`src/rtl/seven_seg_pkg.sv`:
```
// Shared definitions for the seven-segment scan controller: the active-low
// hex segment table, the all-segments-off code and the index-width helper.
package seven_seg_pkg;

  // Segment vector, bit 0 = segment a ... bit 6 = segment g, active-low.
  typedef logic [6:0] seg_t;

  localparam seg_t SEG_OFF = 7'h7F;

  // Active-low patterns for hex digits 0..F, written g..a (MSB first).
  localparam seg_t SEG_TABLE [16] = '{
    7'b1000000,  // 0
    7'b1111001,  // 1
    7'b0100100,  // 2
    7'b0110000,  // 3
    7'b0011001,  // 4
    7'b0010010,  // 5
    7'b0000010,  // 6
    7'b1111000,  // 7
    7'b0000000,  // 8
    7'b0010000,  // 9
    7'b0001000,  // A
    7'b0000011,  // b
    7'b1000110,  // C
    7'b0100001,  // d
    7'b0000110,  // E
    7'b0001110   // F
  };

  // Width of a digit index for n digits; never narrower than one bit.
  function automatic int idx_width(input int n);
    return (n <= 32'sd1) ? 32'sd1 : $clog2(n);
  endfunction

endpackage

```
`src/rtl/seven_seg_dec.sv`:
```
// Combinational hex nibble to active-low seven-segment decoder.
module seven_seg_dec
  import seven_seg_pkg::*;
(
  input  logic [3:0] nibble,
  output seg_t       seg
);

  // Table lookup covers all 16 nibble codes, so no fallback is needed.
  always_comb begin
    seg = SEG_TABLE[nibble];
  end

endmodule

```
`src/rtl/seven_seg_scan.sv`:
```
// Multiplexed seven-segment display scanner.
// A prescaler paces a digit index across NUM_DIGITS digits. New display data
// is staged in a pending register and only promoted to the active register
// when the scan wraps to digit 0, so a frame never shows mixed data.
// Outputs are registered; a one-cycle all-off digit enable separates
// consecutive digits to avoid ghosting.
// Optional build macro: SEVEN_SEG_LZB_EN enables leading-zero blanking.
module seven_seg_scan
  import seven_seg_pkg::*;
#(
  parameter int NUM_DIGITS = 4,
  parameter int CLK_DIV    = 50000
)
(
  input  logic                    clk,
  input  logic                    rst_n,
  input  logic [4*NUM_DIGITS-1:0] value,
  input  logic [NUM_DIGITS-1:0]   dp,
  input  logic [NUM_DIGITS-1:0]   blank,
  input  logic                    load,
  output logic [6:0]              seg,
  output logic                    dp_out,
  output logic [NUM_DIGITS-1:0]   an,
  output logic                    frame_done
);

  localparam int IW = idx_width(NUM_DIGITS);
  localparam int PW = $clog2(CLK_DIV);
  localparam logic [PW-1:0] PRESC_MAX = PW'(CLK_DIV - 1);
  localparam logic [IW-1:0] IDX_MAX   = IW'(NUM_DIGITS - 1);
  // With a single digit the index never changes, so no ghost gap is needed.
  localparam logic MULTI = (NUM_DIGITS > 1) ? 1'b1 : 1'b0;

  logic [PW-1:0]           presc_r;
  logic [IW-1:0]           idx_r;
  logic                    tick_s;
  logic                    wrap_s;
  logic                    tick_d_r;

  logic [4*NUM_DIGITS-1:0] pend_val_r;
  logic [NUM_DIGITS-1:0]   pend_dp_r;
  logic [NUM_DIGITS-1:0]   pend_blank_r;
  logic                    pend_valid_r;

  logic [4*NUM_DIGITS-1:0] act_val_r;
  logic [NUM_DIGITS-1:0]   act_dp_r;
  logic [NUM_DIGITS-1:0]   act_blank_r;

  logic [3:0]              nib_sel_s;
  logic                    dp_sel_s;
  logic                    blank_eff_s;
  logic [NUM_DIGITS-1:0]   an_sel_s;
  logic [NUM_DIGITS-1:0]   lz_blank_s;
  seg_t                    dec_seg_s;

  seg_t                    seg_r;
  logic                    dp_out_r;
  logic [NUM_DIGITS-1:0]   an_r;
  logic                    frame_done_r;

  assign tick_s = (presc_r == PRESC_MAX);
  assign wrap_s = tick_s && (idx_r == IDX_MAX);

  // Prescaler: counts 0..CLK_DIV-1 and restarts after the tick cycle.
  always_ff @(posedge clk or negedge rst_n) begin
    if (!rst_n) begin
      presc_r <= '0;
    end else if (tick_s) begin
      presc_r <= '0;
    end else begin
      presc_r <= presc_r + PW'(1);
    end
  end

  // Digit index: advances on each tick, wrapping after the last digit.
  always_ff @(posedge clk or negedge rst_n) begin
    if (!rst_n) begin
      idx_r        <= '0;
      tick_d_r     <= 1'b0;
      frame_done_r <= 1'b0;
    end else begin
      tick_d_r     <= tick_s & MULTI;
      frame_done_r <= wrap_s;
      if (tick_s) begin
        if (idx_r == IDX_MAX) begin
          idx_r <= '0;
        end else begin
          idx_r <= idx_r + IW'(1);
        end
      end
    end
  end

  // Double buffer: loads stage into pending; active only changes at wrap.
  // A load coinciding with the wrap bypasses pending entirely.
  always_ff @(posedge clk or negedge rst_n) begin
    if (!rst_n) begin
      pend_val_r   <= '0;
      pend_dp_r    <= '0;
      pend_blank_r <= '0;
      pend_valid_r <= 1'b0;
      act_val_r    <= '0;
      act_dp_r     <= '0;
      act_blank_r  <= '0;
    end else if (load && wrap_s) begin
      act_val_r    <= value;
      act_dp_r     <= dp;
      act_blank_r  <= blank;
      pend_valid_r <= 1'b0;
    end else if (load) begin
      pend_val_r   <= value;
      pend_dp_r    <= dp;
      pend_blank_r <= blank;
      pend_valid_r <= 1'b1;
    end else if (wrap_s && pend_valid_r) begin
      act_val_r    <= pend_val_r;
      act_dp_r     <= pend_dp_r;
      act_blank_r  <= pend_blank_r;
      pend_valid_r <= 1'b0;
    end else begin
      pend_valid_r <= pend_valid_r;
    end
  end

`ifdef SEVEN_SEG_LZB_EN
  logic lz_zero_s;

  // Blank zero digits above the most significant non-zero one; digit 0 always shows.
  always_comb begin
    lz_zero_s  = 1'b1;
    lz_blank_s = '0;
    for (int k = NUM_DIGITS - 1; k >= 1; k--) begin
      lz_zero_s     = lz_zero_s & (act_val_r[4*k +: 4] == 4'h0);
      lz_blank_s[k] = lz_zero_s;
    end
  end
`else
  // Without leading-zero blanking only the blank request darkens a digit.
  always_comb begin
    lz_blank_s = '0;
  end
`endif

  // Pick the nibble, decimal point and blank state of the digit being scanned.
  always_comb begin
    nib_sel_s   = act_val_r[{idx_r, 2'b00} +: 4];
    dp_sel_s    = act_dp_r[idx_r];
    blank_eff_s = act_blank_r[idx_r] | lz_blank_s[idx_r];
    an_sel_s    = ~(NUM_DIGITS'(1) << idx_r);
  end

  seven_seg_dec u_dec (
    .nibble (nib_sel_s),
    .seg    (dec_seg_s)
  );

  // Output stage: blanked digits keep their enable low so scan timing is unchanged.
  always_ff @(posedge clk or negedge rst_n) begin
    if (!rst_n) begin
      seg_r    <= SEG_OFF;
      dp_out_r <= 1'b1;
      an_r     <= '1;
    end else begin
      if (tick_d_r) begin
        an_r <= '1;
      end else begin
        an_r <= an_sel_s;
      end
      if (blank_eff_s) begin
        seg_r    <= SEG_OFF;
        dp_out_r <= 1'b1;
      end else begin
        seg_r    <= dec_seg_s;
        dp_out_r <= ~dp_sel_s;
      end
    end
  end

  assign seg        = seg_r;
  assign dp_out     = dp_out_r;
  assign an         = an_r;
  assign frame_done = frame_done_r;

endmodule

```
`config.mk`:
```
export PLATFORM = sky130hd
export DESIGN_NAME = seven_seg_scan
export DESIGN_NICKNAME = d
export VERILOG_FILES = /design/src/rtl/seven_seg_pkg.sv /design/src/rtl/seven_seg_dec.sv /design/src/rtl/seven_seg_scan.sv
export SDC_FILE = /design/constraint.sdc
export NUM_CORES = 1
export LEC_CHECK = 0
export BUFFER_PORTS_ARGS = -buffer_cell sky130_fd_sc_hd__buf_4
export CAP_MARGIN = 20
export CORE_MARGIN = 4
export CORE_UTILIZATION = 59
export CTS_BUF_LIST = sky130_fd_sc_hd__clkbuf_4 sky130_fd_sc_hd__clkbuf_8 sky130_fd_sc_hd__clkbuf_16
export CTS_CLUSTER_SIZE = 14
export DETAILED_ROUTE_END_ITERATION = 10
export GPL_ROUTABILITY_DRIVEN = 0
export GPL_TIMING_DRIVEN = 0
export HOLD_SLACK_MARGIN = 0.03
export PLACE_DENSITY = 0.8
export SLEW_MARGIN = 25
export SYNTH_ARGS = -nofsm -noshare
export SYNTH_HDL_FRONTEND = slang
export SYNTH_HIERARCHICAL = 1
export SYNTH_SLANG_ARGS = --single-unit
export TNS_END_PERCENT = 30
```
`constraint.sdc`:
```
create_clock -name clk -period 3.1 [get_ports clk]
set_input_delay 0.31 -clock clk [delete_from_list [all_inputs] [get_ports clk]]
set_output_delay 0.31 -clock clk [all_outputs]
set_load 0.01 [all_outputs]
```
Word-level counts from Yosys, hierarchy flattened
Memory sizes are Yosys's and may differ from the RTL's.
Index checks and enable logic that the tools add are counted.
- output and inout bits: 13
- logic and storage cells: 61
- memory bits (read-only): 112
- register bits: 81
- memories kept: 1
- input bits: 27
- reductions and logical operators: 7
- bitwise gates (word level): 5
- eq/ne operators: 3
- shift-type cells: 2
- magnitude comparators: 2
- add/sub/neg operators: 2
- mux-type cells: 25
- memories (memory ; words ; width ; rd ports ; clocked after Yosys merged registers in ; write ports ; line ; text):
    (name not given) ; 16 ; 7 ; 1 ; 0 ; 0 ; seven_seg_dec.sv:11 ; seg = SEG_TABLE[nibble];
- operators by type and width (operator ; count):
    16-bit two-way mux ; 4
    4-bit two-way mux ; 7
    7-bit two-way mux ; 3
    16-bit by 1-bit adder with 16-bit output, second input constant ; 1
    16-bit == test, second input constant ; 1
    16-bit by 5-bit indexed part select with 4-bit output ; 1
    1-bit two-way mux ; 7
    1-bit binary-select mux with 2-bit select ; 3
    5-bit greater-or-equal comparator, second input constant ; 1
    4-bit NOT with 5-bit output ; 1
    4-bit NOT ; 1
    2-bit AND reduction ; 2
    1-bit by 2-bit << shifter with 4-bit output, first input constant ; 1
    1-bit logical AND ; 3
    2-bit by 3-bit < comparator with 1-bit output, second input constant ; 1
    3-bit nonzero test ; 1
    2-bit by 1-bit adder with 2-bit output, second input constant ; 1
    2-bit == test, second input constant ; 1
    2-bit two-way mux ; 1
    2-bit by 1-bit inequality test with 1-bit output, second input constant ; 1
    1-bit NOT ; 2
    2-bit nonzero test ; 1
    1-bit bitwise OR ; 1

Depth between registers and ports, before layout
- depth after elaboration: 6
- mapped depth: 9
- depth with buffers taken out: 7

Hierarchy
Netlist, hierarchy kept.
- modules (own cells, without submodules) (module ; cells an instance ; times used ; sequential area each (µm²) ; area each (µm²)):
    seven_seg_scan ; 315 ; 1 ; 2042.0 ; 3691.0
    seven_seg_dec ; 33 ; 1 ; 0.0 ; 269.0

Least setup slack after synthesis
Ideal clock, no wire load.
- path kind: register to register
- start: reg idx_r[0]
- end: reg seg_r[3] (netlist: seg[3])
- library setup time: 0.084 ns
- buffers on the path: 1
- cell stages (with the launch flop): 8
- path slack: 0.625 ns
- arrival time: 2.391 ns
- required time: 3.016 ns
- period minus slack after synthesis: 2.475 ns
- path through: dfrtp_1 clkbuf_1 mux4_2 inv_1 ha_1 inv_1 mux4_2 or2_2
- word-level cells in the longest chain between the ends: 6
- elaborated cells on any way between the ends: 11
- those cells by class: shift (1); mux (7); bitwise (2); memory (1)
- RTL lines (item ; line ; text):
    from (decl) ; seven_seg_scan.sv:35 ; logic [IW-1:0] idx_r;
    from (signal assigned) ; seven_seg_scan.sv:88 ; idx_r <= idx_r + IW'(1);
    16-bit by 5-bit indexed part select with 4-bit output ; seven_seg_scan.sv:146 ; nib_sel_s = act_val_r[{idx_r, 2'b00} +: 4];
    named net nib_sel_s[0] ; seven_seg_scan.sv:49 ; logic [3:0] nib_sel_s;
    4-bit NOT with 5-bit output (not written as such) ; seven_seg_dec.sv:11 ;
    memory read 16 x 7 bit ; - ;
    7-bit two-way mux (not written as such) (2 in a row) ; seven_seg_dec.sv:11 ;
    named net dec_seg_s[3] ; seven_seg_scan.sv:54 ; seg_t dec_seg_s;
    7-bit two-way mux ; seven_seg_scan.sv:169 ; if (blank_eff_s) begin
    to (signal assigned) ; seven_seg_scan.sv:173 ; seg_r <= dec_seg_s;
    to (decl) ; seven_seg_scan.sv:56 ; seg_t seg_r;
The timed path passes the listed nets, and every way through them passes these cells. The select of a mux whose other input is x is not followed.
A chain may end at the register's enable or synchronous reset.

Final worst setup path
Same ends and word-level chain as after synthesis.

==> run summary <==
Final Hold Viols = 14
Final WS setup = 0.3782 ns
Final Setup Violations = 0
Synthesized area per cell = 11.38 um^2
CP delay by family, top = multiplexers
Starting Density = 61.66%
Root buf cell = clkbuf_8
Mux cell area share after synthesis = 12.58%
Pre-Repair DR Iteration Count = 5
Max cap viols = 0
H-tree depth reported by CTS = 3
WL final = 8.431 mm
Compound-Gate Fraction of Synth Area = 6.667%
Synth Flop Type = dfrtp_1
GRT Overall Usage = 21.81%
CTS resizes = 0
Core region area = 6422 um^2
Slew Limit Fails = 0
Async SR Flop Fraction = 100.0%
Achievable frequency = 0.3674 GHz
Clock sinks = 81
Cell count after synthesis = 348
Worst IR Drop VDD = 287.6 uV
Simple-Gate Fraction of Synth Area = 18.14%
Post-CTS Setup Inserts = 0
CP bufs+invs = 3
Critical path origin = idx_r[0]
Worst path cell trace = clkbuf_1 -> mux4_2 -> inv_1 -> ha_1 -> inv_1 -> mux4_2 -> or2_2
DRT antenna net count = 0
# rows = 29
Failing checks = hold timing
Measured slew at the worst slew-check pin = 0.8656 ns
TritonCTS buffer count = 9
Die X = 89.93 um
Tmin final = 2.722 ns
Largest family of logic cells by synthesized area = simple AND/OR/NAND/NOR gates
Sequential fraction of the synthesis area = 51.56%
DRC viols = 0
Post-Synth XOR/XNOR Area = 2.654%
Vias in the first global route = 2913
N_diodes = 0
Post-Syn Area = 3960 um^2
Crit start category = register
Avg WL per Cell = 17.56 um
Via count = 2925
Relative slew margins = 41.76%
Final Cell Area = 4614 um^2
Post-synthesis adder-cell area fraction = 3.791%
GRT overflow = 0
Worst-path clk slew = 0.08 ns
Port Buffers = 39
Final HPWL DP = 5.712 mm
CTS Hold Buffers Added = 0
Outcome = finished, violations left
RSZ-0062 raised after global routing = no
Slowest library cell on the worst path = mux4_2
EDFF count, synth = 0
Pwr Total = 2.212 mW
DP Worst Slack = 0.3721 ns
Via density = 6.094
Clk_lat worst skew = 0.35 ns
Hold_ws = -0.02594 ns
Pleak = 1.983 nW
Synth cell types = 40
Clk_skew = 0.007583 ns
Syn nets = 387
HP Class = in -> async
IO Count = 40
Largest net degree at the start of global routing = 82
Area growth, synth to finish = 16.52%
Worst r2r src = idx_r[0]
Worst path required time = 3.37 ns
Critical Path Max Stage Delay = 0.67 ns
Worst path arrival time = 3.00 ns
Period utilization = 87.80%
First-pass GRT wire length = 14.21 mm
CP Max Fanout = 8
Die Area = 8087 um^2
Synth warn = 6
Initial antenna violation count = 0
Post-synthesis register bit count = 81
Layout cell share with drive strength beyond 1 = 24.32%
Clock Path Buffers = 2
Starting DRT DRC Count = 247
Crit Path Class = reg -> reg
Setup TNS = 0 ns
NumNets Final = 437
Critical path capture point type = register
Placed inst area = 4349 um^2
Power Dens Cells = 479.3 nW/um^2
DIE HEIGHT = 89.93 um
CTS tree = built
[cell usage in the layout, fill, tap and decap left out, drive strengths merged, types with 3 or more instances in the layout]
cell type / instances
clkbuf: 19
dfrtp: 69
nor3: 3
buf: 52
mux4: 7
dfstp: 12
or2: 7
xor2: 6
bufinv: 4
xnor2: 6
nand2b: 8
nand3: 46
clkinv: 3
ha: 12
nand2: 41
and4: 3
a32oi: 22
nand4: 5
mux2i: 7
o21ai: 7
nor2: 18
inv: 6
mux2: 24
[cell type report]
class | count | area [um^2]
inverter | 7 | 31.28
clock inverter | 6 | 130.1
clock buffer | 10 | 131.4
multi-input combinational | 238 | 1735
fill | 467 | 1808
buffer | 22 | 151.4
sequential | 81 | 2042
tap | 77 | 96.34
timing repair buffer | 39 | 296.5
[cells in the mapped netlist, types with 3 or more instances]
library cell | number | area share, %
a32oi_1 | 22 | 4.9
and4_1 | 3 | 0.66
buf_2 | 4 | 0.51
buf_6 | 4 | 1.1
buf_8 | 3 | 1.1
clkbuf_1 | 9 | 0.85
dfrtp_1 | 69 | 44
dfstp_2 | 12 | 8.0
ha_1 | 12 | 3.8
inv_1 | 6 | 0.57
mux2_1 | 20 | 5.7
mux2_2 | 4 | 1.1
mux2i_1 | 7 | 1.8
mux4_2 | 7 | 4.0
nand2_1 | 40 | 3.8
nand2b_1 | 8 | 1.3
nand3_1 | 46 | 5.8
nand4_1 | 5 | 0.79
nor2_1 | 18 | 1.7
nor3_1 | 3 | 0.38
o21ai_0 | 5 | 0.63
or2_2 | 7 | 1.1
xnor2_1 | 6 | 1.3
xor2_1 | 6 | 1.3
[per-layer routing]
metal | GRT usage (%) | vias to the layer above | part of all wire [%]
met1 | 30.28 | 1436 | 44
met4 | 8.929 | 0 | 1.7
met3 | 4.007 | 15 | 5.9
li1 | - | 1352 | -
met2 | 34.15 | 122 | 48
met5 | 0 | - | 0
[metrics by stage]
stage / util (%) / std cells
after floorplan: - / 348
after global placement: 67.72 / 464
after detailed placement: 67.72 / 464
after CTS: 71.79 / 480
after global routing: 71.85 / 480
final: 71.85 / 480
[flip-flops by register name, indices dropped and copies added, names as in the netlist, 2 cells and up]
signal        flops
act_blank_r       4
act_dp_r          4
act_val_r        16
an                4
idx_r             2
pend_blank_r      4
pend_dp_r         4
pend_val_r       16
presc_r          16
seg               7
[worst paths after layout]
kind	to	slack, ns	cells past startpoint
max reg2reg	seg[3]	0.38	7
min reg2reg	presc_r[0]	0.48	1
min	pend_dp_r[0]	-0.03	1
max	seg[3]	0.38	7
min in group clk	pend_blank_r[2]	0.18	2
max in group asynchronous	pend_val_r[13]	2.63	1
[kinds of logic after synthesis]
kind of cell	after synthesis
multiplexers	38
adder cells (fa/ha/maj)	12
AO/OA/AOI/OAI	34
XOR/XNOR	12
buffers and inverters	29
flip-flops	81
AND/OR/NAND/NOR	142
[power by group]
group,leakage (nW),internal [mW],total (mW),switching [mW]
sequential,0.901,1.09,1.11,0.0180
clock,0.134,0.623,0.998,0.375
combinational,0.949,0.0506,0.108,0.0575
total,1.98,1.76,2.21,0.450
[worst register-to-register path, stage by stage (launching register included)]
cell      delay [ns]
dfrtp_1         0.38
clkbuf_1        0.50
mux4_2          0.68
inv_1           0.16
ha_1            0.16
inv_1           0.05
mux4_2          0.43
or2_2           0.30
(Power assumes the default switching activity.)
